### src/rtl/mdu_pkg.sv
`default_nettype none
//============================================================================
// mdu_pkg : shared op encodings, FSM states and constants for the MDU  rev 1.0
//============================================================================
package mdu_pkg;

  localparam logic [2:0] MDU_MULT  = 3'd0;
  localparam logic [2:0] MDU_MULTU = 3'd1;
  localparam logic [2:0] MDU_DIV   = 3'd2;
  localparam logic [2:0] MDU_DIVU  = 3'd3;
  localparam logic [2:0] MDU_MTHI  = 3'd4;
  localparam logic [2:0] MDU_MTLO  = 3'd5;

  localparam logic [1:0] ST_IDLE = 2'd0;
  localparam logic [1:0] ST_CALC = 2'd1;
  localparam logic [1:0] ST_FIX  = 2'd2;

  // Quotient magnitude for a zero divisor; the low WIDTH bits are used.
  localparam logic [63:0] DIV0_QUO = 64'hFFFF_FFFF_FFFF_FFFF;

  function automatic logic is_calc_op(input logic [2:0] op);
    return (op == MDU_MULT) || (op == MDU_MULTU) || (op == MDU_DIV) || (op == MDU_DIVU);
  endfunction

  function automatic logic is_signed_op(input logic [2:0] op);
    return (op == MDU_MULT) || (op == MDU_DIV);
  endfunction

  function automatic logic is_div_op(input logic [2:0] op);
    return (op == MDU_DIV) || (op == MDU_DIVU);
  endfunction

endpackage
`default_nettype wire

### src/rtl/mdu_datapath.sv
`default_nettype none
//============================================================================
// mdu_datapath : radix-2 shift-add multiply / restoring divide, sign fix rev 1.0
//============================================================================
module mdu_datapath
  import mdu_pkg::*;
#(
  parameter int WIDTH = 32
) (
  input  logic             clk,
  input  logic             rst,
  input  logic             load,
  input  logic             step,
  input  logic [2:0]       op,
  input  logic [WIDTH-1:0] a,
  input  logic [WIDTH-1:0] b,
  output logic [WIDTH-1:0] res_hi,
  output logic [WIDTH-1:0] res_lo
);

  logic [WIDTH-1:0] acc;
  logic [WIDTH-1:0] qr;
  logic [WIDTH-1:0] m;
  logic             is_div;
  logic             neg_lo;
  logic             neg_rem;
  logic             div0;

  logic             sgn;
  logic [WIDTH-1:0] a_mag;
  logic [WIDTH-1:0] b_mag;

  // Magnitudes: -2^(WIDTH-1) negates to itself, which is the correct unsigned value.
  assign sgn   = is_signed_op(op);
  assign a_mag = (sgn && a[WIDTH-1]) ? (~a + WIDTH'(1)) : a;
  assign b_mag = (sgn && b[WIDTH-1]) ? (~b + WIDTH'(1)) : b;

  logic [WIDTH:0]   mul_sum;
  logic [WIDTH-1:0] mul_acc_n;
  logic [WIDTH-1:0] mul_qr_n;

  // Add multiplicand when the multiplier LSB is set, then shift {carry,acc,qr} right.
  assign mul_sum   = {1'b0, acc} + (qr[0] ? {1'b0, m} : {(WIDTH+1){1'b0}});
  assign mul_acc_n = mul_sum[WIDTH:1];
  assign mul_qr_n  = {mul_sum[0], qr[WIDTH-1:1]};

  logic [WIDTH:0]   div_sh;
  logic [WIDTH-1:0] div_diff;
  logic             div_ge;
  logic [WIDTH-1:0] div_acc_n;
  logic [WIDTH-1:0] div_qr_n;

  // When the trial subtraction succeeds the true difference is below m, so WIDTH bits suffice.
  assign div_sh    = {acc, qr[WIDTH-1]};
  assign div_ge    = (div_sh >= {1'b0, m});
  assign div_diff  = div_sh[WIDTH-1:0] - m;
  assign div_acc_n = div_ge ? div_diff : div_sh[WIDTH-1:0];
  assign div_qr_n  = {qr[WIDTH-2:0], div_ge};

  always_ff @(posedge clk) begin
    if (rst) begin
      acc     <= '0;
      qr      <= '0;
      m       <= '0;
      is_div  <= 1'b0;
      neg_lo  <= 1'b0;
      neg_rem <= 1'b0;
      div0    <= 1'b0;
    end else if (load) begin
      acc     <= '0;
      qr      <= is_div_op(op) ? a_mag : b_mag;
      m       <= is_div_op(op) ? b_mag : a_mag;
      is_div  <= is_div_op(op);
      neg_lo  <= sgn & (a[WIDTH-1] ^ b[WIDTH-1]);
      neg_rem <= sgn & a[WIDTH-1];
      div0    <= (b == '0);
    end else if (step) begin
      acc <= is_div ? div_acc_n : mul_acc_n;
      qr  <= is_div ? div_qr_n  : mul_qr_n;
    end
  end

  logic [2*WIDTH-1:0] prod;
  logic [2*WIDTH-1:0] prod_fix;
  logic [WIDTH-1:0]   quo;
  logic [WIDTH-1:0]   quo_fix;
  logic [WIDTH-1:0]   rem_fix;

  assign prod     = {acc, qr};
  assign prod_fix = neg_lo ? (~prod + (2*WIDTH)'(1)) : prod;
  assign quo      = div0 ? DIV0_QUO[WIDTH-1:0] : qr;
  assign quo_fix  = neg_lo ? (~quo + WIDTH'(1)) : quo;
  assign rem_fix  = neg_rem ? (~acc + WIDTH'(1)) : acc;

  assign res_hi = is_div ? rem_fix : prod_fix[2*WIDTH-1:WIDTH];
  assign res_lo = is_div ? quo_fix : prod_fix[WIDTH-1:0];

endmodule
`default_nettype wire

### src/rtl/mdu_ctrl.sv
`default_nettype none
//============================================================================
// mdu_ctrl : MDU sequencer, HI/LO owner and stall request generation rev 1.0
//============================================================================
module mdu_ctrl
  import mdu_pkg::*;
#(
  parameter int WIDTH = 32
) (
  input  logic             clk,
  input  logic             rst,
  input  logic             start_EX,
  input  logic [2:0]       op_EX,
  input  logic [WIDTH-1:0] a_EX,
  input  logic [WIDTH-1:0] b_EX,
  input  logic             rd_hilo_ID,
  input  logic             mdu_op_ID,
  output logic [WIDTH-1:0] hi,
  output logic [WIDTH-1:0] lo,
  output logic             busy,
  output logic             Stall_MDU
);

  localparam int CW = (WIDTH > 1) ? $clog2(WIDTH) : 1;

  logic [1:0]       state;
  logic [CW-1:0]    cnt;
  logic             calc_start;
  logic             load;
  logic             step;
  logic [WIDTH-1:0] res_hi;
  logic [WIDTH-1:0] res_lo;

  assign calc_start = start_EX & is_calc_op(op_EX);
  assign load       = (state == ST_IDLE) & calc_start;
  assign step       = (state == ST_CALC);

  // Covers the start cycle too, so a reader in ID never slips past a fresh MULT/DIV.
  assign Stall_MDU  = (busy | calc_start) & (rd_hilo_ID | mdu_op_ID);

  mdu_datapath #(
    .WIDTH (WIDTH)
  ) u_datapath (
    .clk    (clk),
    .rst    (rst),
    .load   (load),
    .step   (step),
    .op     (op_EX),
    .a      (a_EX),
    .b      (b_EX),
    .res_hi (res_hi),
    .res_lo (res_lo)
  );

  always_ff @(posedge clk) begin
    if (rst) begin
      state <= ST_IDLE;
      cnt   <= '0;
      hi    <= '0;
      lo    <= '0;
      busy  <= 1'b0;
    end else begin
      case (state)
        ST_IDLE: begin
          if (calc_start) begin
            state <= ST_CALC;
            cnt   <= CW'(WIDTH - 1);
            busy  <= 1'b1;
          end else if (start_EX && (op_EX == MDU_MTHI)) begin
            hi <= a_EX;
          end else if (start_EX && (op_EX == MDU_MTLO)) begin
            lo <= a_EX;
          end
        end
        ST_CALC: begin
          if (cnt == '0) begin
            state <= ST_FIX;
          end else begin
            cnt <= cnt - 1'b1;
          end
        end
        ST_FIX: begin
          hi    <= res_hi;
          lo    <= res_lo;
          state <= ST_IDLE;
          busy  <= 1'b0;
        end
        default: begin
          state <= ST_IDLE;
          busy  <= 1'b0;
        end
      endcase
    end
  end

endmodule
`default_nettype wire

### config.mk
export PLATFORM = sky130hd
export DESIGN_NAME = mdu_ctrl
export DESIGN_NICKNAME = d
export VERILOG_FILES = /design/src/rtl/mdu_pkg.sv /design/src/rtl/mdu_datapath.sv /design/src/rtl/mdu_ctrl.sv
export SDC_FILE = /design/constraint.sdc
export NUM_CORES = 1
export LEC_CHECK = 0
export BUFFER_PORTS_ARGS = -buffer_cell sky130_fd_sc_hd__buf_2
export CAP_MARGIN = 10
export CORE_MARGIN = 1
export CORE_UTILIZATION = 50
export DETAILED_ROUTE_END_ITERATION = 12
export PLACE_DENSITY_LB_ADDON = 0.2
export SLEW_MARGIN = 20
export SYNTH_ARGS = -nofsm -noshare
export SYNTH_HDL_FRONTEND = slang
export SYNTH_SLANG_ARGS = --single-unit
### constraint.sdc
create_clock -name clk -period 4.7 [get_ports clk]
set_input_delay 0.705 -clock clk [delete_from_list [all_inputs] [get_ports clk]]
set_output_delay 0.705 -clock clk [all_outputs]
set_load 0.01 [all_outputs]
==> impl_metrics.prom, run 1 <==
# TYPE chip_impl_metric gauge
chip_impl_info{name="status",value="completed"} 1
chip_impl_metric{name="avgRoutedWirePerCell",unit="um"} 23.27
chip_impl_metric{name="synth-compound-area-share",unit="%"} 30.41
chip_impl_metric{name="finalHoldWorstSlack",unit="ns"} 0.4460
chip_impl_metric{name="internal_power",unit="W"} 0.002987
chip_impl_metric{name="grt_remaining_overflow",unit=""} 0
chip_impl_info{name="cp-end-kind",value="flop"} 1
chip_impl_metric{name="num-nets-final",unit=""} 2343
chip_impl_metric{name="tritoncts_num_sinks",unit=""} 172
chip_impl_metric{name="required",unit="ns"} 5.06
chip_impl_metric{name="syn_area_per_cell",unit="sq um"} 7.067
chip_impl_metric{name="synthDistinctLibCells",unit=""} 71
chip_impl_metric{name="netSwitchingPower",unit="W"} 0.002074
chip_impl_metric{name="pwr-share-clk",unit="%"} 27.6
chip_impl_metric{name="power",unit="W"} 0.005061
chip_impl_metric{name="ctsHtreeMaxLevel",unit=""} 4
chip_impl_metric{name="port_buffer_count",unit=""} 137
chip_impl_metric{name="max-vdd-ir-drop",unit="mV"} 0.2537
chip_impl_info{name="setup.worst_path.start_class",value="flop"} 1
chip_impl_metric{name="postSynthNetCount",unit=""} 2324
chip_impl_metric{name="remaining_drcs",unit=""} 0
chip_impl_metric{name="synthesis_warning_total",unit=""} 0
chip_impl_metric{name="timing.reg2reg.worst_path_depth",unit=""} 13
chip_impl_info{name="largest_family_of_logic_cells_by_synthesized_area",value="compound AO/OA/AOI/OAI gates"} 1
chip_impl_metric{name="finalCritPeriodShare",unit="%"} 85.45
chip_impl_info{name="synthDominantAreaCellType",value="dfxtp_1"} 1
chip_impl_metric{name="start_util",unit="%"} 51.41
chip_impl_info{name="synth_top_cells_by_count",value="270 x nor2_1, 214 x a21oi_1, 211 x nand2_1, 172 x dfxtp_1, 144 x o21ai_0"} 1
chip_impl_metric{name="drt_iter0_markers",unit=""} 1935
chip_impl_metric{name="max_cap_viol_count",unit=""} 0
chip_impl_metric{name="via_count",unit=""} 17150
chip_impl_metric{name="clk_pin_slew_worst_paths",unit="ns"} 0.08
chip_impl_metric{name="totalNegativeSetupSlack",unit="ns"} 0
chip_impl_info{name="root_buffer",value="clkbuf_16"} 1
chip_impl_metric{name="syn_area",unit="sq um"} 15400
chip_impl_metric{name="finalHoldViolations",unit=""} 0
chip_impl_info{name="hold_path.startpoint",value="lo[8]"} 1
chip_impl_info{name="timing.critical_path.slowest_stage_cell",value="inv_1"} 1
chip_impl_info{name="critical_path.cell_chain",value="inv_1, nor2_1, ha_1, a211oi_1, o211a_1, o21ai_0, a31oi_1, o21ai_0, buf_4, a21oi_1, a21oi_1, a31o_2, nor4_1"} 1
chip_impl_metric{name="final_critical_period",unit="ns"} 4.016
chip_impl_info{name="crit_end",value="u_datapath.acc[26]"} 1
chip_impl_metric{name="rrSetupSlack",unit="ns"} 0.68
chip_impl_metric{name="area.growth.synth_to_final",unit="%"} 8.865
chip_impl_info{name="hold_path.class",value="flop to flop"} 1
chip_impl_metric{name="max_freq",unit="GHz"} 0.2490
chip_impl_metric{name="synthAdderAreaFrac",unit="%"} 6.029
chip_impl_metric{name="fraction_of_layout_cells_with_a_size_suffix_above_1",unit="%"} 10.72
chip_impl_metric{name="postSynthCellCount",unit=""} 2179
chip_impl_metric{name="routed_wirelength",unit="um"} 60530
chip_impl_metric{name="post_cts.repair.setup_buffers",unit=""} 0
chip_impl_metric{name="seq_area_frac_synth",unit="%"} 22.36
chip_impl_metric{name="synthArstFlopShare",unit="%"} 0
chip_impl_metric{name="antenna_found_initial",unit=""} 0
chip_impl_metric{name="number_of_clock_buffers_inserted_by_tritoncts",unit=""} 17
chip_impl_metric{name="place_hpwl",unit="um"} 46110
chip_impl_metric{name="die_area",unit="sq um"} 31500
chip_impl_metric{name="timing.final.setup_violations",unit=""} 0
chip_impl_metric{name="groute.usage.overall",unit="%"} 37.86
chip_impl_info{name="synth.most_common_cell",value="nor2_1"} 1
chip_impl_metric{name="first_global_vias",unit=""} 15090
chip_impl_metric{name="max_slew_margin",unit="%"} 34.69
chip_impl_info{name="critPathKind",value="flop to flop"} 1
chip_impl_metric{name="timing.critical_path.slowest_cell_delay",unit="ns"} 0.61
chip_impl_metric{name="grt_first_pass_wirelength",unit="um"} 90020
chip_impl_metric{name="cellPowerDensity",unit="nW/um^2"} 301.9
chip_impl_metric{name="synth_simple_gate_area_share",unit="%"} 23.06
chip_impl_info{name="tritoncts_clock_tree",value="built"} 1
chip_impl_info{name="rsz0062_at_grt",value="false"} 1
chip_impl_metric{name="clkLatencyLatePin",unit="ns"} 0.47
chip_impl_metric{name="ctsHoldBuffers",unit=""} 0
chip_impl_metric{name="muxShareOfSynthArea",unit="%"} 3.998
chip_impl_info{name="rr_endpoint",value="u_datapath.acc[26]"} 1
chip_impl_metric{name="cts-resized-gates",unit=""} 0
chip_impl_metric{name="power.share.combinational",unit="%"} 38.3
chip_impl_metric{name="synth_top_area_share",unit="%"} 22.36
chip_impl_metric{name="layout.filler_cells",unit=""} 2974
chip_impl_info{name="crit_path_start",value="u_datapath.qr[0]"} 1
chip_impl_info{name="regToRegStartpoint",value="u_datapath.qr[0]"} 1
chip_impl_metric{name="synth_enable_flop_cells",unit=""} 0
chip_impl_metric{name="antenna_violating_nets_post_route",unit=""} 0
chip_impl_metric{name="synth_xor_xnor_area_share",unit="%"} 8.134
chip_impl_metric{name="path_max_fanout",unit=""} 19
chip_impl_metric{name="detail_route.vias_per_cell",unit=""} 6.592
chip_impl_metric{name="finalClockSkew",unit="ns"} 0.01877
chip_impl_metric{name="worstPathArrival",unit="ns"} 4.38
chip_impl_metric{name="power_frac_seq",unit="%"} 34.1
chip_impl_metric{name="row_count",unit=""} 63
chip_impl_metric{name="slew_limit_fails",unit=""} 0
chip_impl_metric{name="i_o_pin_count",unit=""} 138
chip_impl_metric{name="fp.coreArea",unit="sq um"} 29950
chip_impl_metric{name="detail_route.first_pass.iterations",unit=""} 8
chip_impl_info{name="postSynth.topFlopCell",value="dfxtp_1"} 1
chip_impl_info{name="netlist_top_cells_area",value="dfxtp_1 22%, a21oi_1 7.0%, nor2_1 6.6%, ha_1 5.8%, nand2_1 5.1%"} 1
chip_impl_metric{name="gp_congestion",unit=""} 0.9810
chip_impl_metric{name="netSwitchingFraction",unit="%"} 40.97
chip_impl_metric{name="chip_height",unit="um"} 177.5
chip_impl_metric{name="p_leak",unit="nW"} 6.782
chip_impl_metric{name="die_width",unit="um"} 177.5
chip_impl_metric{name="cts.path.max_buffers",unit=""} 2
chip_impl_metric{name="grt_start_max_net_pins",unit=""} 73
chip_impl_metric{name="postSynthRegisterBits",unit=""} 172
chip_impl_metric{name="tightestPinTransition",unit="ns"} 0.9694
per-stage QoR:
| stage | instance area (sq um) | worst slack (ns) | cells | utilization, % |
|---|---|---|---|---|
| floorplan | 15400 | 1.509 | 2179 | - |
| global placement | 16210 | 0.9303 | 2569 | 54.12 |
| detailed placement | 16210 | 0.7817 | 2569 | 54.12 |
| CTS | 16760 | 0.7468 | 2600 | 55.96 |
| global route | 16760 | 0.3643 | 2600 | 55.96 |
| finish | 16760 | 0.6836 | 2601 | 55.96 |
power by group through the flow:
stage	clock network (W)	registers, W	logic [W]
after floorplan	0	0.00166	0.00137
after global routing	0.00146	0.00174	0.00209
after CTS	0.00140	0.00172	0.00189
after global placement	0	0.00175	0.00187
final	0.00140	0.00173	0.00194
after detailed placement	0	0.00175	0.00188
placed cells by master (no fill, tap or decap), types with 48 or more instances in the layout:
cell type    n
nor2_1     269
a21oi_1    214
nand2_1    211
dfxtp_1    170
o21ai_0    143
buf_2      136
xnor2_1     79
inv_1       73
ha_1        71
xor2_1      64
a211oi_1    64
nor3_1      59
mux2i_1     57
o211ai_1    48
critical path, delay by kind of cell, from the launching register on:
kind / cells / cell delay [ns]
adders and majority gates: 1 / 0.34
and+or+nand+nor: 2 / 0.45
AOI/OAI and AO/OA: 8 / 1.94
DFF: 1 / 0.38
buffers and inverters: 2 / 0.78
final cells by class:
cell class	count	area [sq um]	share of cell area, %
Tap cell	390	488.0	2.911
Sequential cell	172	3448	20.57
Inverter	73	274.0	1.635
Antenna cell	1	2.502	0.01493
Timing Repair Buffer	171	943.4	5.628
Clock inverter	13	120.1	0.7165
Multi-Input combinational cell	1763	11060	65.96
Clock buffer	18	429.2	2.560
how the worst min path moves through the flow:
stage                       endpoint  slack (ns)  cells after the start
finish                         lo[8]        0.45                      2
global route                   hi[1]        0.47                      2
CTS                           lo[24]        0.45                      2
detailed placement            lo[24]        0.44                      2
global placement              lo[24]        0.44                      2
floorplan           u_datapath.m[23]        0.43                      1
cell families (layout without fill, tap and decap cells):
kind of cell             Yosys count  in the layout
AND/OR/NAND/NOR                  761            761
AO/OA/AOI/OAI                    725            725
buffers and inverters            244            275
flip-flops                       172            172
XOR/XNOR                         143            143
adder cells (fa/ha/maj)           73             73
multiplexers                      61             61
other                              0              1
metal layers:
metal	part of all wire, %	up-vias	GRT usage (%)	routed length [um]
met2	42	950	55.62	25440
met3	11	119	7.669	6625
met5	0	-	0	0
li1	-	7973	-	-
met1	43	8103	53.27	26180
met4	3.8	0	15.78	2273
state kept, by name, summed over array words and instances, names as in the netlist:
register	flops
state	2
lo	32
u_datapath.acc	32
u_datapath.neg_lo	1
u_datapath.qr	32
cnt	5
busy	1
u_datapath.neg_rem	1
hi	32
u_datapath.m	32
u_datapath.is_div	1
u_datapath.div0	1
No activity file was read; power rests on OpenSTA's default activity.
==> run 2: changes to the inputs <==
--- a/config.mk
+++ b/config.mk
@@ -5,6 +5,7 @@
 export SDC_FILE = /design/constraint.sdc
 export NUM_CORES = 1
 export LEC_CHECK = 0
+export ABC_AREA = 1
 export BUFFER_PORTS_ARGS = -buffer_cell sky130_fd_sc_hd__buf_2
 export CAP_MARGIN = 10
 export CORE_MARGIN = 1
@@ -14,4 +15,5 @@
 export SLEW_MARGIN = 20
 export SYNTH_ARGS = -nofsm -noshare
 export SYNTH_HDL_FRONTEND = slang
+export SYNTH_HIERARCHICAL = 1
 export SYNTH_SLANG_ARGS = --single-unit
==> run 2 against run 1 <==
  * Register-to-register slack improved by 0.37 ns
  * Via count rose by 43%
  * Wire length rose by 52%
  * Global-route usage rose by 6.6 points
  * Setup slack improved by 0.37 ns
  * Critical path type unchanged
==> impl_metrics.prom, run 2 <==
# TYPE chip_impl_metric gauge
chip_impl_info{name="status",value="completed"} 1
chip_impl_metric{name="grt_start_max_net_pins",unit=""} 110
chip_impl_info{name="rsz0062_at_grt",value="false"} 1
chip_impl_metric{name="finalCritPeriodShare",unit="%"} 77.68
chip_impl_info{name="synthDominantAreaCellType",value="nand2_1"} 1
chip_impl_info{name="netlist_top_cells_area",value="nand2_1 21%, dfxtp_1 17%, inv_1 8.9%, nand3_1 8.3%, nor2_1 7.3%"} 1
chip_impl_metric{name="max_slew_margin",unit="%"} 32.27
chip_impl_metric{name="row_count",unit=""} 72
chip_impl_metric{name="groute.usage.overall",unit="%"} 44.47
chip_impl_metric{name="seq_area_frac_synth",unit="%"} 17.41
chip_impl_metric{name="n_antenna_cell",unit=""} 0
chip_impl_metric{name="max_cap_viol_count",unit=""} 0
chip_impl_metric{name="finalClockSkew",unit="ns"} 0.01605
chip_impl_metric{name="detail_route.first_pass.iterations",unit=""} 6
chip_impl_info{name="synth.most_common_cell",value="nand2_1"} 1
chip_impl_metric{name="synthArstFlopShare",unit="%"} 0
chip_impl_metric{name="tightestPinTransition",unit="ns"} 1.015
chip_impl_metric{name="ctsHtreeMaxLevel",unit=""} 4
chip_impl_metric{name="p_leak",unit="nW"} 11.05
chip_impl_metric{name="totalNegativeSetupSlack",unit="ns"} 0
chip_impl_metric{name="start_util",unit="%"} 50.93
chip_impl_metric{name="synth_enable_flop_cells",unit=""} 0
chip_impl_metric{name="syn_area",unit="sq um"} 19780
chip_impl_metric{name="timing.final.setup_violations",unit=""} 0
chip_impl_metric{name="synthDistinctLibCells",unit=""} 60
chip_impl_info{name="critical_path.cell_chain",value="buf_4, nand2_1, inv_1, ha_1, fa_1, nand2_1, nand3_1, nand2_1, o21ai_0, nand3_1, nand2_1, nand2_1, nand2_1, nand2_1, nand3_1, nand3_1, nand2_1, inv_1"} 1
chip_impl_metric{name="clk_pin_slew_worst_paths",unit="ns"} 0.07
chip_impl_metric{name="postSynthRegisterBits",unit=""} 172
chip_impl_metric{name="detail_route.vias_per_cell",unit=""} 5.871
chip_impl_metric{name="final_critical_period",unit="ns"} 3.651
chip_impl_metric{name="postSynthNetCount",unit=""} 3746
chip_impl_info{name="postSynth.topFlopCell",value="dfxtp_1"} 1
chip_impl_metric{name="die_area",unit="sq um"} 40350
chip_impl_info{name="root_buffer",value="clkbuf_16"} 1
chip_impl_info{name="cp-end-kind",value="flop"} 1
chip_impl_metric{name="place_hpwl",unit="um"} 73840
chip_impl_info{name="timing.critical_path.slowest_stage_cell",value="dfxtp_1"} 1
chip_impl_metric{name="slew_limit_fails",unit=""} 0
chip_impl_metric{name="area.growth.synth_to_final",unit="%"} 7.776
chip_impl_metric{name="finalHoldViolations",unit=""} 0
chip_impl_metric{name="i_o_pin_count",unit=""} 138
chip_impl_metric{name="postSynthCellCount",unit=""} 3602
chip_impl_metric{name="drt_iter0_markers",unit=""} 3347
chip_impl_metric{name="required",unit="ns"} 5.07
chip_impl_metric{name="syn_area_per_cell",unit="sq um"} 5.490
chip_impl_info{name="synth_top_cells_by_count",value="1112 x nand2_1, 467 x inv_1, 384 x nor2_1, 326 x nand3_1, 265 x a21oi_1"} 1
chip_impl_metric{name="fraction_of_layout_cells_with_a_size_suffix_above_1",unit="%"} 8.215
chip_impl_info{name="critPathKind",value="flop to flop"} 1
chip_impl_info{name="cp_common_cell",value="nand2_1"} 1
chip_impl_metric{name="number_of_clock_buffers_inserted_by_tritoncts",unit=""} 17
chip_impl_metric{name="tritoncts_num_sinks",unit=""} 172
chip_impl_metric{name="avgRoutedWirePerCell",unit="um"} 22.09
chip_impl_metric{name="fp.coreArea",unit="sq um"} 38830
chip_impl_metric{name="grt_first_pass_wirelength",unit="um"} 135500
chip_impl_metric{name="via_count",unit=""} 24480
chip_impl_metric{name="grt_remaining_overflow",unit=""} 0
chip_impl_metric{name="die_width",unit="um"} 200.9
chip_impl_info{name="layout_commonest_cell",value="nand2_1"} 1
chip_impl_metric{name="synthesis_warning_total",unit=""} 6
chip_impl_metric{name="post-route-worst-setup-slack",unit="ns"} 1.049
chip_impl_metric{name="first_global_vias",unit=""} 21580
chip_impl_metric{name="synth_top_area_share",unit="%"} 21.11
chip_impl_metric{name="antenna_violating_nets_post_route",unit=""} 0
chip_impl_metric{name="path_max_fanout",unit=""} 21
chip_impl_metric{name="max_freq",unit="GHz"} 0.2739
chip_impl_metric{name="cts.path.max_buffers",unit=""} 2
chip_impl_info{name="setup.worst_path.start_class",value="flop"} 1
chip_impl_metric{name="dp_worst_setup_slack",unit="ns"} 1.249
chip_impl_metric{name="max-vdd-ir-drop",unit="mV"} 0.2768
chip_impl_metric{name="chip_height",unit="um"} 200.9
chip_impl_metric{name="routed_wirelength",unit="um"} 92130
chip_impl_metric{name="num-nets-final",unit=""} 3783
chip_impl_info{name="final_cell_mix",value="1111 x nand2_1, 466 x inv_1, 381 x nor2_1, 326 x nand3_1, 265 x a21oi_1"} 1
chip_impl_metric{name="antenna_found_initial",unit=""} 2
chip_impl_metric{name="worstPathArrival",unit="ns"} 4.02
chip_impl_info{name="tritoncts_clock_tree",value="built"} 1
chip_impl_metric{name="timing.critical_path.slowest_cell_delay",unit="ns"} 0.80
chip_impl_metric{name="cellPowerDensity",unit="nW/um^2"} 276.5
chip_impl_metric{name="clkLatencyLatePin",unit="ns"} 0.48
chip_impl_metric{name="ctsHoldBuffers",unit=""} 0
chip_impl_metric{name="remaining_drcs",unit=""} 0
chip_impl_info{name="hold_path.class",value="flop to flop"} 1
chip_impl_metric{name="port_buffer_count",unit=""} 137
chip_impl_metric{name="post_cts.repair.setup_buffers",unit=""} 0
chip_impl_metric{name="cts-resized-gates",unit=""} 0
chip_impl_metric{name="gp_congestion",unit=""} 1.086
chip_impl_metric{name="layout.filler_cells",unit=""} 4273
## run 2: routing by layer
| layer | wire length, um | vias to the layer above | GRT usage (%) |
|---|---|---|---|
| li1 | - | 11630 | - |
| met1 | 38850 | 11100 | 61.93 |
| met2 | 36180 | 1534 | 61.25 |
| met3 | 12500 | 221 | 13.62 |
| met4 | 4589 | 2 | 21.78 |
| met5 | 11 | - | 0 |
## run 2: stage by stage
| stage | utilization [%] | hold WS [ns] | area, sq um | std cells | total power (W) |
|---|---|---|---|---|---|
| floorplan | - | 0.4492 | 19780 | 3602 | 0.003498 |
| finish | 54.89 | 0.4590 | 21310 | 4170 | 0.005893 |
| global route | 54.89 | 0.4757 | 21310 | 4170 | 0.006173 |
| global placement | 53.34 | 0.4472 | 20710 | 4138 | 0.004329 |
| CTS | 54.88 | 0.4605 | 21310 | 4170 | 0.005780 |
| detailed placement | 53.34 | 0.4512 | 20710 | 4138 | 0.004318 |
## run 2: path summary, 6_finish.rpt
kind	end	start	depth (start not counted)	slack (ns)
setup / recovery	u_datapath/acc[21]	u_datapath/qr[0]	18	1.05
setup reg to reg	u_datapath/acc[21]	u_datapath/qr[0]	18	1.05
hold reg to reg	hi[2]	hi[2]	2	0.46
hold / removal	hi[2]	hi[2]	2	0.46
## run 2: critical path: cells and delay by family (launching register included)
family | cells | cell delay, ns
fa+ha+maj | 2 | 0.64
compound gates | 1 | 0.53
simple gates | 12 | 1.22
buf+inv | 3 | 0.36
flops | 1 | 0.80
## run 2: final cells by class
class / count / area, sq um / area share, %
Clock buffer: 17 / 425.4 / 1.996
Clock inverter: 15 / 170.2 / 0.7984
Inverter: 484 / 1817 / 8.524
Multi-Input combinational cell: 2791 / 13840 / 64.92
Sequential cell: 172 / 3448 / 16.18
Tap cell: 518 / 648.1 / 3.041
Timing Repair Buffer: 173 / 968.4 / 4.544
## run 2: kinds of logic (layout without fill, tap and decap cells)
logic type	after synthesis	after routing	share of synthesized area (%)
and+or+nand+nor	2029	2029	44.09
buffers and inverters	639	689	12.77
AOI/OAI and AO/OA	582	582	16.31
DFF	172	172	17.41
xor gates and xnor gates	108	108	4.783
adders and majority gates	72	72	4.631
## run 2: power breakdown
| part | total [W] | switching, W | internal, W |
|---|---|---|---|
| clock network | 0.00148 | 0.000717 | 0.000760 |
| logic | 0.00267 | 0.00191 | 0.000761 |
| registers | 0.00174 | 0.000183 | 0.00156 |
